===== src/rtl/calc_operand_sequencer.sv =====
// rtl/calc_operand_sequencer.sv - operand/opcode entry sequencer for the switch calculator
// Debounced enter button steps A -> B -> OP, then issues a valid/ready request and captures the result.
module calc_operand_sequencer #(
  parameter int WIDTH           = 4,
  parameter int DEBOUNCE_CYCLES = 4
) (
  input  logic             clk,
  input  logic             rst_n,
  input  logic [WIDTH-1:0] sw,
  input  logic             btn,
  output logic [WIDTH-1:0] a,
  output logic [WIDTH-1:0] b,
  output logic [1:0]       op,
  output logic             req_valid,
  input  logic             req_ready,
  input  logic             rsp_valid,
  input  logic [WIDTH-1:0] rsp_data,
  output logic [WIDTH-1:0] result,
  output logic             result_valid,
  output logic [2:0]       phase
);

  localparam int CW = $clog2(DEBOUNCE_CYCLES + 1);
  localparam logic [CW-1:0] CNT_LAST = CW'(DEBOUNCE_CYCLES - 1);

  typedef enum logic [2:0] {
    S_GET_A  = 3'b000,
    S_GET_B  = 3'b001,
    S_GET_OP = 3'b010,
    S_ISSUE  = 3'b011,
    S_WAIT   = 3'b100,
    S_SHOW   = 3'b101
  } state_t;

  state_t state, state_next;

  logic          sync1, btn_s;
  logic          deb, deb_q;
  logic [CW-1:0] cnt;
  logic          press;

  logic load_a, load_b, load_op, load_res, clr_res;

  // Counter only runs while the synchronised level disagrees with the debounced one.
  always_ff @(posedge clk or negedge rst_n) begin
    if (!rst_n) begin
      sync1 <= 1'b0;
      btn_s <= 1'b0;
      deb   <= 1'b0;
      deb_q <= 1'b0;
      cnt   <= '0;
    end else begin
      sync1 <= btn;
      btn_s <= sync1;
      deb_q <= deb;
      if (btn_s == deb) begin
        cnt <= '0;
      end else if (cnt == CNT_LAST) begin
        deb <= btn_s;
        cnt <= '0;
      end else begin
        cnt <= cnt + 1'b1;
      end
    end
  end

  assign press = deb & ~deb_q;

  always_ff @(posedge clk or negedge rst_n) begin
    if (!rst_n) begin
      state <= S_GET_A;
    end else begin
      state <= state_next;
    end
  end

  always_comb begin
    state_next = state;
    case (state)
      S_GET_A:  if (press) state_next = S_GET_B;
      S_GET_B:  if (press) state_next = S_GET_OP;
      S_GET_OP: if (press) state_next = S_ISSUE;
      S_ISSUE:  if (req_ready) state_next = S_WAIT;
      S_WAIT:   if (rsp_valid) state_next = S_SHOW;
      S_SHOW:   if (press) state_next = S_GET_A;
      default:  state_next = S_GET_A;
    endcase
  end

  always_comb begin
    req_valid = 1'b0;
    load_a    = 1'b0;
    load_b    = 1'b0;
    load_op   = 1'b0;
    load_res  = 1'b0;
    clr_res   = 1'b0;
    case (state)
      S_GET_A:  load_a    = press;
      S_GET_B:  load_b    = press;
      S_GET_OP: load_op   = press;
      S_ISSUE:  req_valid = 1'b1;
      S_WAIT:   load_res  = rsp_valid;
      S_SHOW:   clr_res   = press;
      default:  req_valid = 1'b0;
    endcase
  end

  always_ff @(posedge clk or negedge rst_n) begin
    if (!rst_n) begin
      a            <= '0;
      b            <= '0;
      op           <= 2'b00;
      result       <= '0;
      result_valid <= 1'b0;
    end else begin
      if (load_a)  a  <= sw;
      if (load_b)  b  <= sw;
      if (load_op) op <= sw[1:0];
      if (load_res) begin
        result       <= rsp_data;
        result_valid <= 1'b1;
      end else if (clr_res) begin
        result_valid <= 1'b0;
      end
    end
  end

  assign phase = state;

endmodule


===== config.mk =====
export PLATFORM = sky130hd
export DESIGN_NAME = calc_operand_sequencer
export DESIGN_NICKNAME = d
export VERILOG_FILES = /design/src/rtl/calc_operand_sequencer.sv
export SDC_FILE = /design/constraint.sdc
export NUM_CORES = 1
export LEC_CHECK = 0
export BUFFER_PORTS_ARGS = -buffer_cell sky130_fd_sc_hd__buf_2
export CORE_ASPECT_RATIO = 1.1
export CORE_MARGIN = 5
export CORE_UTILIZATION = 55
export CTS_BUF_LIST = sky130_fd_sc_hd__clkbuf_2 sky130_fd_sc_hd__clkbuf_4 sky130_fd_sc_hd__clkbuf_8
export DETAILED_ROUTE_END_ITERATION = 10
export HOLD_SLACK_MARGIN = 0.02
export PLACE_DENSITY = 0.81
export SLEW_MARGIN = 20
export SYNTH_ARGS = -nofsm -noshare
export SYNTH_HDL_FRONTEND = slang
export SYNTH_SLANG_ARGS = --single-unit
export TNS_END_PERCENT = 20

===== constraint.sdc =====
create_clock -name clk -period 2.34 [get_ports clk]
set_clock_uncertainty 0.2 [all_clocks]
set_input_delay 0.234 -clock clk [delete_from_list [all_inputs] [get_ports clk]]
set_output_delay 0.234 -clock clk [all_outputs]
set_load 0.1 [all_outputs]

==> results.sh, run 1 <==
export IMPL_status="completed"
export IMPL_cts_tree="done"
export IMPL_fin_hold_ws_ns=0.0419
export IMPL_drv_slew=0
export IMPL_dp_hpwl_um=1390
export IMPL_setup_violations=0
export IMPL_ant_nets=0
export IMPL_fp_row_count=16
export IMPL_track_usage_pct=16.3
export IMPL_post_route_util_pct=75.2
export IMPL_area_delta_synth_final_pct=30.5
export IMPL_crit_required_ns=1.91
export IMPL_rrSetupSlack_ns=0.64
export IMPL_final_area_um2=1340
export IMPL_crit_path_end_kind="output port"
export IMPL_wl_met2_um=1010
export IMPL_final_min_clock_period_ns=2.01
export IMPL_synth_seq_cells=25
export IMPL_globalRouteOverflowTotal=0
export IMPL_hold_path_class="in -> reg"
export IMPL_crit_family="flip-flops"
export IMPL_cts_hold_buf=11
export IMPL_core_area_um2=1780
export IMPL_chipHeight_um=55.3
export IMPL_critical_path_startpoint_type="flip-flop"
export IMPL_gp_congestion=0.730
export IMPL_ys_flop_type="dfrtp_1"
export IMPL_fmax_ghz=0.498
export IMPL_vias_per_cell=5.33
export IMPL_async_reset_ff_share_pct=100
export IMPL_whs_path_depth=3
export IMPL_synth_area_um2=1030
export IMPL_drtPass1Iterations=4
export IMPL_hold_end="result_valid$_DFFE_PN0P_"
export IMPL_wl_met3_um=132
export IMPL_clock_latency_ns=0.31
export IMPL_relSlewSlack_pct=64.6
export IMPL_crit_chain="and3b_2, buf_2"
export IMPL_seq_area_frac_synth_pct=60.9
export IMPL_highest_layer="met4"
export IMPL_rr_startpoint="phase[0]$_DFFE_PN0P_"
export IMPL_path_buf_inv=1
export IMPL_crit_arrival_ns=1.57
export IMPL_synth_enable_flop_cells=0
export IMPL_synthCells=69
export IMPL_grt_pass1_vias=759
export IMPL_num_antenna_cells=0
export IMPL_cts_sinks=25
export IMPL_drc=0
export IMPL_drive_gt1_share_pct=49.1
export IMPL_clk_pin_slew_ns=0.12
export IMPL_cp_depth=2
export IMPL_drt_iter0_markers=4
export IMPL_cts_resized=0
export IMPL_io_pins=32
export IMPL_cts_root_buf="clkbuf_4"
export IMPL_placed_area_um2=1200
export IMPL_path_class="reg -> out"
export IMPL_min_period_over_period_pct=85.8
export IMPL_die_w_um=51.2
export IMPL_critPathSlowestCell="dfrtp_1"
export IMPL_slowest_delay_ns=0.57
export IMPL_wl_um=2030
export IMPL_cap_violations=0
export IMPL_tightest_slew_ns=0.531
export IMPL_antenna_found_initial=0
export IMPL_m1WireLength_um=856
export IMPL_cts_buffer_depth=2
export IMPL_min_from="rsp_valid"
export IMPL_dieArea_um2=2830
export IMPL_report_final_hold_viol_count=0
export IMPL_htreeDepth=1
export IMPL_num_vias=704
export IMPL_nets=129
export IMPL_start_util_pct=57.7
export IMPL_wl_per_cell_um=15.4
export IMPL_r2r_end="a[0]$_DFFE_PN0P_"
export IMPL_grt_pass1_wl_um=3460
export IMPL_yosys_warnings=0
export IMPL_cts_made_buffers=3
export IMPL_io_buffers=31
export IMPL_grt_max_degree=26
export IMPL_finalSetupTns_ns=0
export IMPL_ff2ff_path_depth=3
export IMPL_synthDistinctLibCells=25
export IMPL_syn_avg_cell_area_um2=14.9
export IMPL_nFillCells=108
export IMPL_crit_fanout=13
export IMPL_rsz0062_at_grt="no"
export IMPL_final_common_cell="buf_2"
export IMPL_syn_num_nets=83
export IMPL_post_cts_buffers=0
export IMPL_final_cell_mix="buf_2, dfrtp_1, mux2_2, dlygate4sd3_1"
[synthesized netlist by cell type (all sizes together), types with 2 or more instances]
library cell / instances / area share, %
nor2b: 2 / 1.9
dfrtp: 25 / 61
nor3b: 2 / 1.5
and3b: 3 / 3.2
nand2: 3 / 1.1
nor3: 2 / 0.97
mux2: 15 / 18
a21oi: 3 / 1.5
[cell type report]
cell class              instances  area, um^2  share of cell area [%]
clock buffers                   4        30.0                    2.24
multi-input cells              43         397                    29.6
flip-flops and latches         25         626                    46.7
well taps                      18        22.5                    1.68
repair buffers                 42         265                    19.8
[worst max-delay path by stage]
| stage | from | slack, ns | end |
|---|---|---|---|
| 2_1_floorplan | phase[0]$_DFFE_PN0P_ | 0.09 | phase[2]$_DFFE_PN0P_ |
| 4_1_cts | phase[0]$_DFFE_PN0P_ | 0.32 | req_valid |
| 6_report | phase[0]$_DFFE_PN0P_ | 0.33 | req_valid |
| 5_1_grt | phase[0]$_DFFE_PN0P_ | 0.24 | req_valid |
| 3_3_place_gp | phase[0]$_DFFE_PN0P_ | 0.71 | req_valid |
| 3_5_place_dp | phase[0]$_DFFE_PN0P_ | 0.66 | a[0]$_DFFE_PN0P_ |
[logic make-up (layout without fill, tap and decap cells)]
kind of cell | Yosys count | count (layout) | synth area share (%)
buffers and inverters | 1 | 46 | 0.487
and+or+nand+nor | 18 | 18 | 13.2
DFF | 25 | 25 | 60.9
xor gates and xnor gates | 1 | 1 | 0.853
adders and majority gates | 1 | 1 | 1.22
AOI/OAI and AO/OA | 8 | 8 | 5.48
muxes | 15 | 15 | 17.9
[sequential cells by signal, indices dropped and copies added, names as in the netlist]
signal and count:
a 4, b 4, btn_s 1, cnt 3, deb 1, deb_q 1, op 2, phase 3
result 4, result_valid 1, sync1 1
[worst register-to-register path: stages (launching register included)]
cell and delay, ns:
dfrtp_1 0.53, nor3_1 0.28, nand3b_1 0.25, mux2_2 0.34
[per-stage QoR]
stage | instances | worst slack (ns)
floorplan | 69 | 0.0879
global placement | 117 | 0.710
detailed placement | 117 | 0.663
CTS | 132 | 0.319
global route | 132 | 0.238
finish | 132 | 0.333
[layer usage]
layer | GRT usage, % | vias to the layer above
met3 | 4.30 | 3
met2 | 26.9 | 24
met1 | 19.7 | 336
li1 | - | 341
met4 | 6.92 | 0
met5 | 0 | -
Power of run 1 is left out: the tool's default activity adds up to more than one toggle a clock period on the data nets, which glitch-free logic cannot reach.
==> run 2: changes to the inputs <==
--- a/config.mk
+++ b/config.mk
@@ -5,6 +5,7 @@
 export SDC_FILE = /design/constraint.sdc
 export NUM_CORES = 1
 export LEC_CHECK = 0
+export ABC_AREA = 1
 export BUFFER_PORTS_ARGS = -buffer_cell sky130_fd_sc_hd__buf_2
 export CORE_ASPECT_RATIO = 1.1
 export CORE_MARGIN = 5
@@ -12,7 +13,7 @@
 export CTS_BUF_LIST = sky130_fd_sc_hd__clkbuf_2 sky130_fd_sc_hd__clkbuf_4 sky130_fd_sc_hd__clkbuf_8
 export DETAILED_ROUTE_END_ITERATION = 10
 export HOLD_SLACK_MARGIN = 0.02
-export PLACE_DENSITY = 0.81
+export PLACE_DENSITY = 0.8
 export SLEW_MARGIN = 20
 export SYNTH_ARGS = -nofsm -noshare
 export SYNTH_HDL_FRONTEND = slang
==> run 2 against run 1 <==
Against the previous run:
- via count increased by 23%
- cell count increased by 38%
- sequential cell count unchanged
- count of clock-buffer cells in the layout decreased by 1
- first-iteration DRC count increased by 100%
- critical endpoint unchanged
- synthesized cell count increased by 59%
- global-route usage increased by 1.1 points
- sequential share of layout area decreased by 1.4 points
==> results.sh, run 2 <==
export IMPL_synthDistinctLibCells=22
export IMPL_synth_area_um2=1070
export IMPL_dieArea_um2=2920
export IMPL_num_antenna_cells=0
export IMPL_fin_hold_ws_ns=0.0851
export IMPL_drv_slew=0
export IMPL_io_buffers=31
export IMPL_num_vias=863
export IMPL_post_synth_top_area_cell="dfrtp_1"
export IMPL_finalSetupTns_ns=0
export IMPL_yosys_warnings=0
export IMPL_min_period_over_period_pct=80.9
export IMPL_rsz0062_at_grt="no"
export IMPL_synth_xor_area_share_pct=0.821
export IMPL_gp_congestion=0.836
export IMPL_setup_violations=0
export IMPL_dp_hpwl_um=1490
export IMPL_cts_made_buffers=3
export IMPL_synth_area_leaders="dfrtp_1, nand2_1, o21ai_1, inv_1, nand3_2"
export IMPL_synth_top_area_share_pct=58.6
export IMPL_synth_simple_gate_area_share_pct=23.8
export IMPL_crit_path_end_kind="output port"
export IMPL_core_area_um2=1820
export IMPL_cts_sinks=25
export IMPL_chipHeight_um=56.2
export IMPL_post_cts_buffers=0
export IMPL_synth_commonest_cells="nand2_1, dfrtp_1, inv_1"
export IMPL_globalRouteOverflowTotal=0
export IMPL_start_util_pct=58.6
export IMPL_clk_pin_slew_ns=0.12
export IMPL_final_common_cell="buf_2"
export IMPL_crit_fanout=7
export IMPL_synth_compound_area_share_pct=7.97
export IMPL_synthCells=110
export IMPL_tightest_slew_ns=0.539
export IMPL_drc=0
export IMPL_final_cell_mix="buf_2, nand2_1, dfrtp_1"
export IMPL_yosysMostFrequentCell="nand2_1"
export IMPL_report_final_hold_viol_count=0
export IMPL_crit_required_ns=1.91
export IMPL_syn_num_nets=124
export IMPL_ys_flop_type="dfrtp_1"
export IMPL_drive_gt1_share_pct=32.3
export IMPL_cts_buffer_depth=2
export IMPL_grt_pass1_wl_um=3800
export IMPL_area_delta_synth_final_pct=29.8
export IMPL_synth_adder_area_share_pct=1.17
export IMPL_fmax_ghz=0.528
export IMPL_cts_root_buf="clkbuf_4"
export IMPL_final_min_clock_period_ns=1.89
export IMPL_synth_enable_flop_cells=0
export IMPL_ant_nets=0
export IMPL_hold_path_class="in -> reg"
export IMPL_grt_max_degree=26
export IMPL_grt_pass1_vias=886
export IMPL_htreeDepth=1
export IMPL_fp_row_count=16
export IMPL_relSlewSlack_pct=64.1
export IMPL_drtPass1Iterations=4
export IMPL_seq_area_frac_synth_pct=58.6
export IMPL_nets=170
export IMPL_clock_latency_ns=0.30
export IMPL_drt_iter0_markers=8
export IMPL_top_regs="a (4), b (4), result (4)"
export IMPL_crit_arrival_ns=1.46
export IMPL_wl_um=2230
export IMPL_nFillCells=130
export IMPL_async_reset_ff_share_pct=100
export IMPL_critical_path_startpoint_type="flip-flop"
export IMPL_antenna_found_initial=0
export IMPL_path_class="reg -> out"
export IMPL_synth_top_family_by_area="simple AND/OR/NAND/NOR gates"
export IMPL_synth_area_mux_share_pct=1.06
export IMPL_vias_per_cell=4.74
export IMPL_cts_tree="done"
export IMPL_synth_seq_cells=25
export IMPL_wl_per_cell_um=12.3
export IMPL_io_pins=32
export IMPL_status="completed"
export IMPL_track_usage_pct=17.4
export IMPL_cap_violations=0
export IMPL_cts_resized=0
export IMPL_die_w_um=52
export IMPL_syn_avg_cell_area_um2=9.70
run 2: cell count changes in the layout (fill, tap and decap cells not counted), moves of 4 or more:
cell / delta
o21ai_0: +4
inv_1: +16
nand2_2: +4
mux2_2: -10
nand2_1: +23
mux2_4: -4
o21ai_1: +12
run 2: area by class of cell:
cell class                      instances  area, um^2  share of cell area, %
Clock inverter                          1        5.00                  0.361
Tap cell                               27        33.8                   2.44
Inverter                               18        70.1                   5.06
Clock buffer                            3        22.5                   1.63
Sequential cell                        25         627                   45.3
Multi-Input combinational cell         67         372                   26.8
Timing Repair Buffer                   41         255                   18.4
run 2: what timing repair did:
item	4_1_cts	5_1_grt
endpoints found under the hold margin	38	0
hold buffers	10	0
endpoints found under the setup margin	0	0
run 2: path summary, 6_finish.rpt:
| kind | from | end | slack (ns) | cells after the start |
|---|---|---|---|---|
| setup / recovery | phase[1]$_DFFE_PN0P_ | req_valid | 0.45 | 3 |
| min in group asynchronous | rst_n | cnt[0]$_DFF_PN0_ | 0.23 | 2 |
| hold reg to reg | sync1$_DFF_PN0_ | btn_s$_DFF_PN0_ | 0.17 | 0 |
| max in group asynchronous | rst_n | phase[0]$_DFFE_PN0P_ | 1.32 | 2 |
| setup reg to reg | phase[1]$_DFFE_PN0P_ | phase[0]$_DFFE_PN0P_ | 0.91 | 4 |
| hold / removal | rsp_valid | result[2]$_DFFE_PN0P_ | 0.09 | 3 |
run 2: worst max-delay path, stage by stage, from the launching register on:
cell,delay (ns)
dfrtp_1,0.49
nand2_2,0.11
nor2_4,0.12
buf_2,0.44
run 2: cells by family (layout without fill, tap and decap cells):
group           after synthesis  count (layout)
buf+inv                      18              63
xor+xnor                      1               1
compound gates               17              17
simple gates                 47              47
mux                           1               1
flops                        25              25
fa+ha+maj                     1               1
run 2: routing by layer:
layer	vias to the layer above	global-route usage (%)	share of wire [%]
met1	399	21.0	42
met3	4	3.75	4.6
met5	-	0	0
met2	24	30.0	52
met4	0	5.62	0.76
li1	436	-	-
run 2: through the flow:
step | setup WS, ns | instance area, um^2 | utilization (%) | cells
final | 0.447 | 1390 | 76.0 | 182
after CTS | 0.417 | 1390 | 76.0 | 182
after floorplan | 0.000216 | 1070 | - | 110
after global placement | 0.829 | 1260 | 69.0 | 168
after detailed placement | 0.788 | 1260 | 69.0 | 168
after global routing | 0.358 | 1390 | 76.0 | 182
Power of run 2 is left out for the same reason.
==> run 3: changes to the inputs <==
--- a/config.mk
+++ b/config.mk
@@ -9,11 +9,11 @@
 export BUFFER_PORTS_ARGS = -buffer_cell sky130_fd_sc_hd__buf_2
 export CORE_ASPECT_RATIO = 1.1
 export CORE_MARGIN = 5
-export CORE_UTILIZATION = 55
+export CORE_UTILIZATION = 47
 export CTS_BUF_LIST = sky130_fd_sc_hd__clkbuf_2 sky130_fd_sc_hd__clkbuf_4 sky130_fd_sc_hd__clkbuf_8
 export DETAILED_ROUTE_END_ITERATION = 10
 export HOLD_SLACK_MARGIN = 0.02
-export PLACE_DENSITY = 0.8
+export PLACE_DENSITY = 0.73
 export SLEW_MARGIN = 20
 export SYNTH_ARGS = -nofsm -noshare
 export SYNTH_HDL_FRONTEND = slang
==> constraint.sdc (replaced) <==
create_clock -name clk -period 1.5 [get_ports clk]
set_clock_uncertainty 0.2 [all_clocks]
set_input_delay 0.15 -clock clk [delete_from_list [all_inputs] [get_ports clk]]
set_output_delay 0.15 -clock clk [all_outputs]
set_load 0.1 [all_outputs]
==> run 3 against run 2 <==
Against the previous run:
- the flow now finishes with violations (setup timing)
- count of clock-buffer cells in the layout up 1
- via count increased by 8.9%
- sequential cell count did not move
- setup slack lost 0.51 ns
- routed wire length up 3.8%
- die area is 14% higher
- critical path depth is 2 higher
- worst hold slack gained 0.062 ns
- core utilization down 4.1 points
- first-iteration DRC count rose to 3.4 times the previous value
- cell count rose by 7.1%
- non-clock buffer count up 10
- critical path type is now reg -> reg
==> results.sh, run 3 (synthesis results as in run 2) <==
export IMPL_multi_input_area_um2=395
export IMPL_startpoint="phase[1]$_DFFE_PN0P_"
export IMPL_nets=180
export IMPL_tightest_slew_ns=0.544
export IMPL_cts_root_buf="clkbuf_4"
export IMPL_htreeDepth=1
export IMPL_num_vias=940
export IMPL_fmax_ghz=0.640
export IMPL_io_buffers=31
export IMPL_crit_arrival_ns=1.62
export IMPL_cts_made_buffers=3
export IMPL_status="finished, violations left"
export IMPL_num_antenna_cells=0
export IMPL_critical_path_startpoint_type="flip-flop"
export IMPL_die_w_um=55.4
export IMPL_gp_congestion=0.822
export IMPL_antenna_found_initial=0
export IMPL_min_period_over_period_pct=104
export IMPL_placed_area_um2=1330
export IMPL_dieArea_um2=3320
export IMPL_vias_per_cell=4.82
export IMPL_setup_violations=5
export IMPL_track_usage_pct=15.5
export IMPL_drt_iter0_markers=27
export IMPL_nFillCells=174
export IMPL_critPathSlowestCell="dfrtp_4"
export IMPL_dp_hpwl_um=1520
export IMPL_clk_pin_slew_ns=0.13
export IMPL_drv_slew=0
export IMPL_crit_required_ns=1.55
export IMPL_final_common_cell="nand2_1"
export IMPL_cts_buffer_depth=2
export IMPL_cts_sinks=25
export IMPL_globalRouteOverflowTotal=0
export IMPL_final_min_clock_period_ns=1.56
export IMPL_grt_pass1_vias=990
export IMPL_final_seq_area_um2=634
export IMPL_crit_fanout=6
export IMPL_hold_path_class="in -> async"
export IMPL_drtPass1Iterations=4
export IMPL_wl_per_cell_um=11.9
export IMPL_io_pins=32
export IMPL_rsz0062_at_grt="yes"
export IMPL_report_final_hold_viol_count=0
export IMPL_clock_latency_ns=0.31
export IMPL_slowest_delay_ns=0.55
export IMPL_crit_path_end_kind="flip-flop"
export IMPL_wl_um=2320
export IMPL_drive_gt1_share_pct=37.6
export IMPL_fin_ws_ns=-0.0635
export IMPL_grt_max_degree=26
export IMPL_drc=0
export IMPL_area_delta_synth_final_pct=48.7
export IMPL_finalSetupTns_ns=-0.145
export IMPL_top_regs="a (4), b (4), result (4)"
export IMPL_core_area_um2=2210
export IMPL_final_area_um2=1590
export IMPL_cts_tree="done"
export IMPL_rr_startpoint="phase[1]$_DFFE_PN0P_"
export IMPL_fp_row_count=18
export IMPL_crit_chain="nor2_2, nand3_1, nand3_2, nand2_1, nand2_1"
export IMPL_cap_violations=0
export IMPL_cp_common_cell="nand2_1"
export IMPL_path_buf_inv=0
export IMPL_final_cell_mix="nand2_1, dfrtp_1, buf_2"
export IMPL_grt_pass1_wl_um=4150
export IMPL_violations="setup timing"
export IMPL_crit_family="simple AND/OR/NAND/NOR gates"
export IMPL_ant_nets=0
export IMPL_start_util_pct=48.4
export IMPL_relSlewSlack_pct=63.7
export IMPL_path_class="reg -> reg"
export IMPL_chipHeight_um=60.0
## run 3: routing by layer
layer,vias up,track usage [%],share of wire (%)
met5,-,0,0
met4,0,4.86,1.2
met3,8,3.89,6.2
met2,43,28.0,53
met1,432,18.3,40
li1,457,-,-
## run 3: area by class of cell
type	instances	area share, %
Clock buffer	4	1.89
Inverter	18	4.42
Tap cell	30	2.37
Multi-Input combinational cell	67	24.9
Sequential cell	25	40.0
Timing Repair Buffer	51	26.4
## run 3: path summary, 6_finish.rpt
check,endpoint,slack [ns],cells after the start
setup / recovery,phase[1]$_DFFE_PN0P_,-0.06,5
hold / removal,phase[1]$_DFFE_PN0P_,0.15,2
setup reg to reg,phase[1]$_DFFE_PN0P_,-0.06,5
hold reg to reg,btn_s$_DFF_PN0_,0.16,0
max in group asynchronous,phase[0]$_DFFE_PN0P_,0.55,2
min in group clk,btn_s$_DFF_PN0_,0.16,0
## run 3: what timing repair did
item | CTS | global route
resized for setup | 1 | 12
pin swaps | 1 | 1
buffers inserted | 7 | 1
setup endpoints to repair | 1 | 26
hold endpoints to repair | 42 | 0
hold buffers | 12 | 0
## run 3: metrics by stage
step	cells	hold WS, ns	utilization (%)	setup slack (ns)
after floorplan	110	-0.346	-	-0.385
after global placement	171	-0.0401	60.4	0.0824
after detailed placement	171	-0.0328	60.4	0.0160
after CTS	194	0.165	69.8	-0.00881
after global routing	195	0.181	71.9	-0.116
final	195	0.147	71.9	-0.0635
Power of run 3 is left out for the same reason.
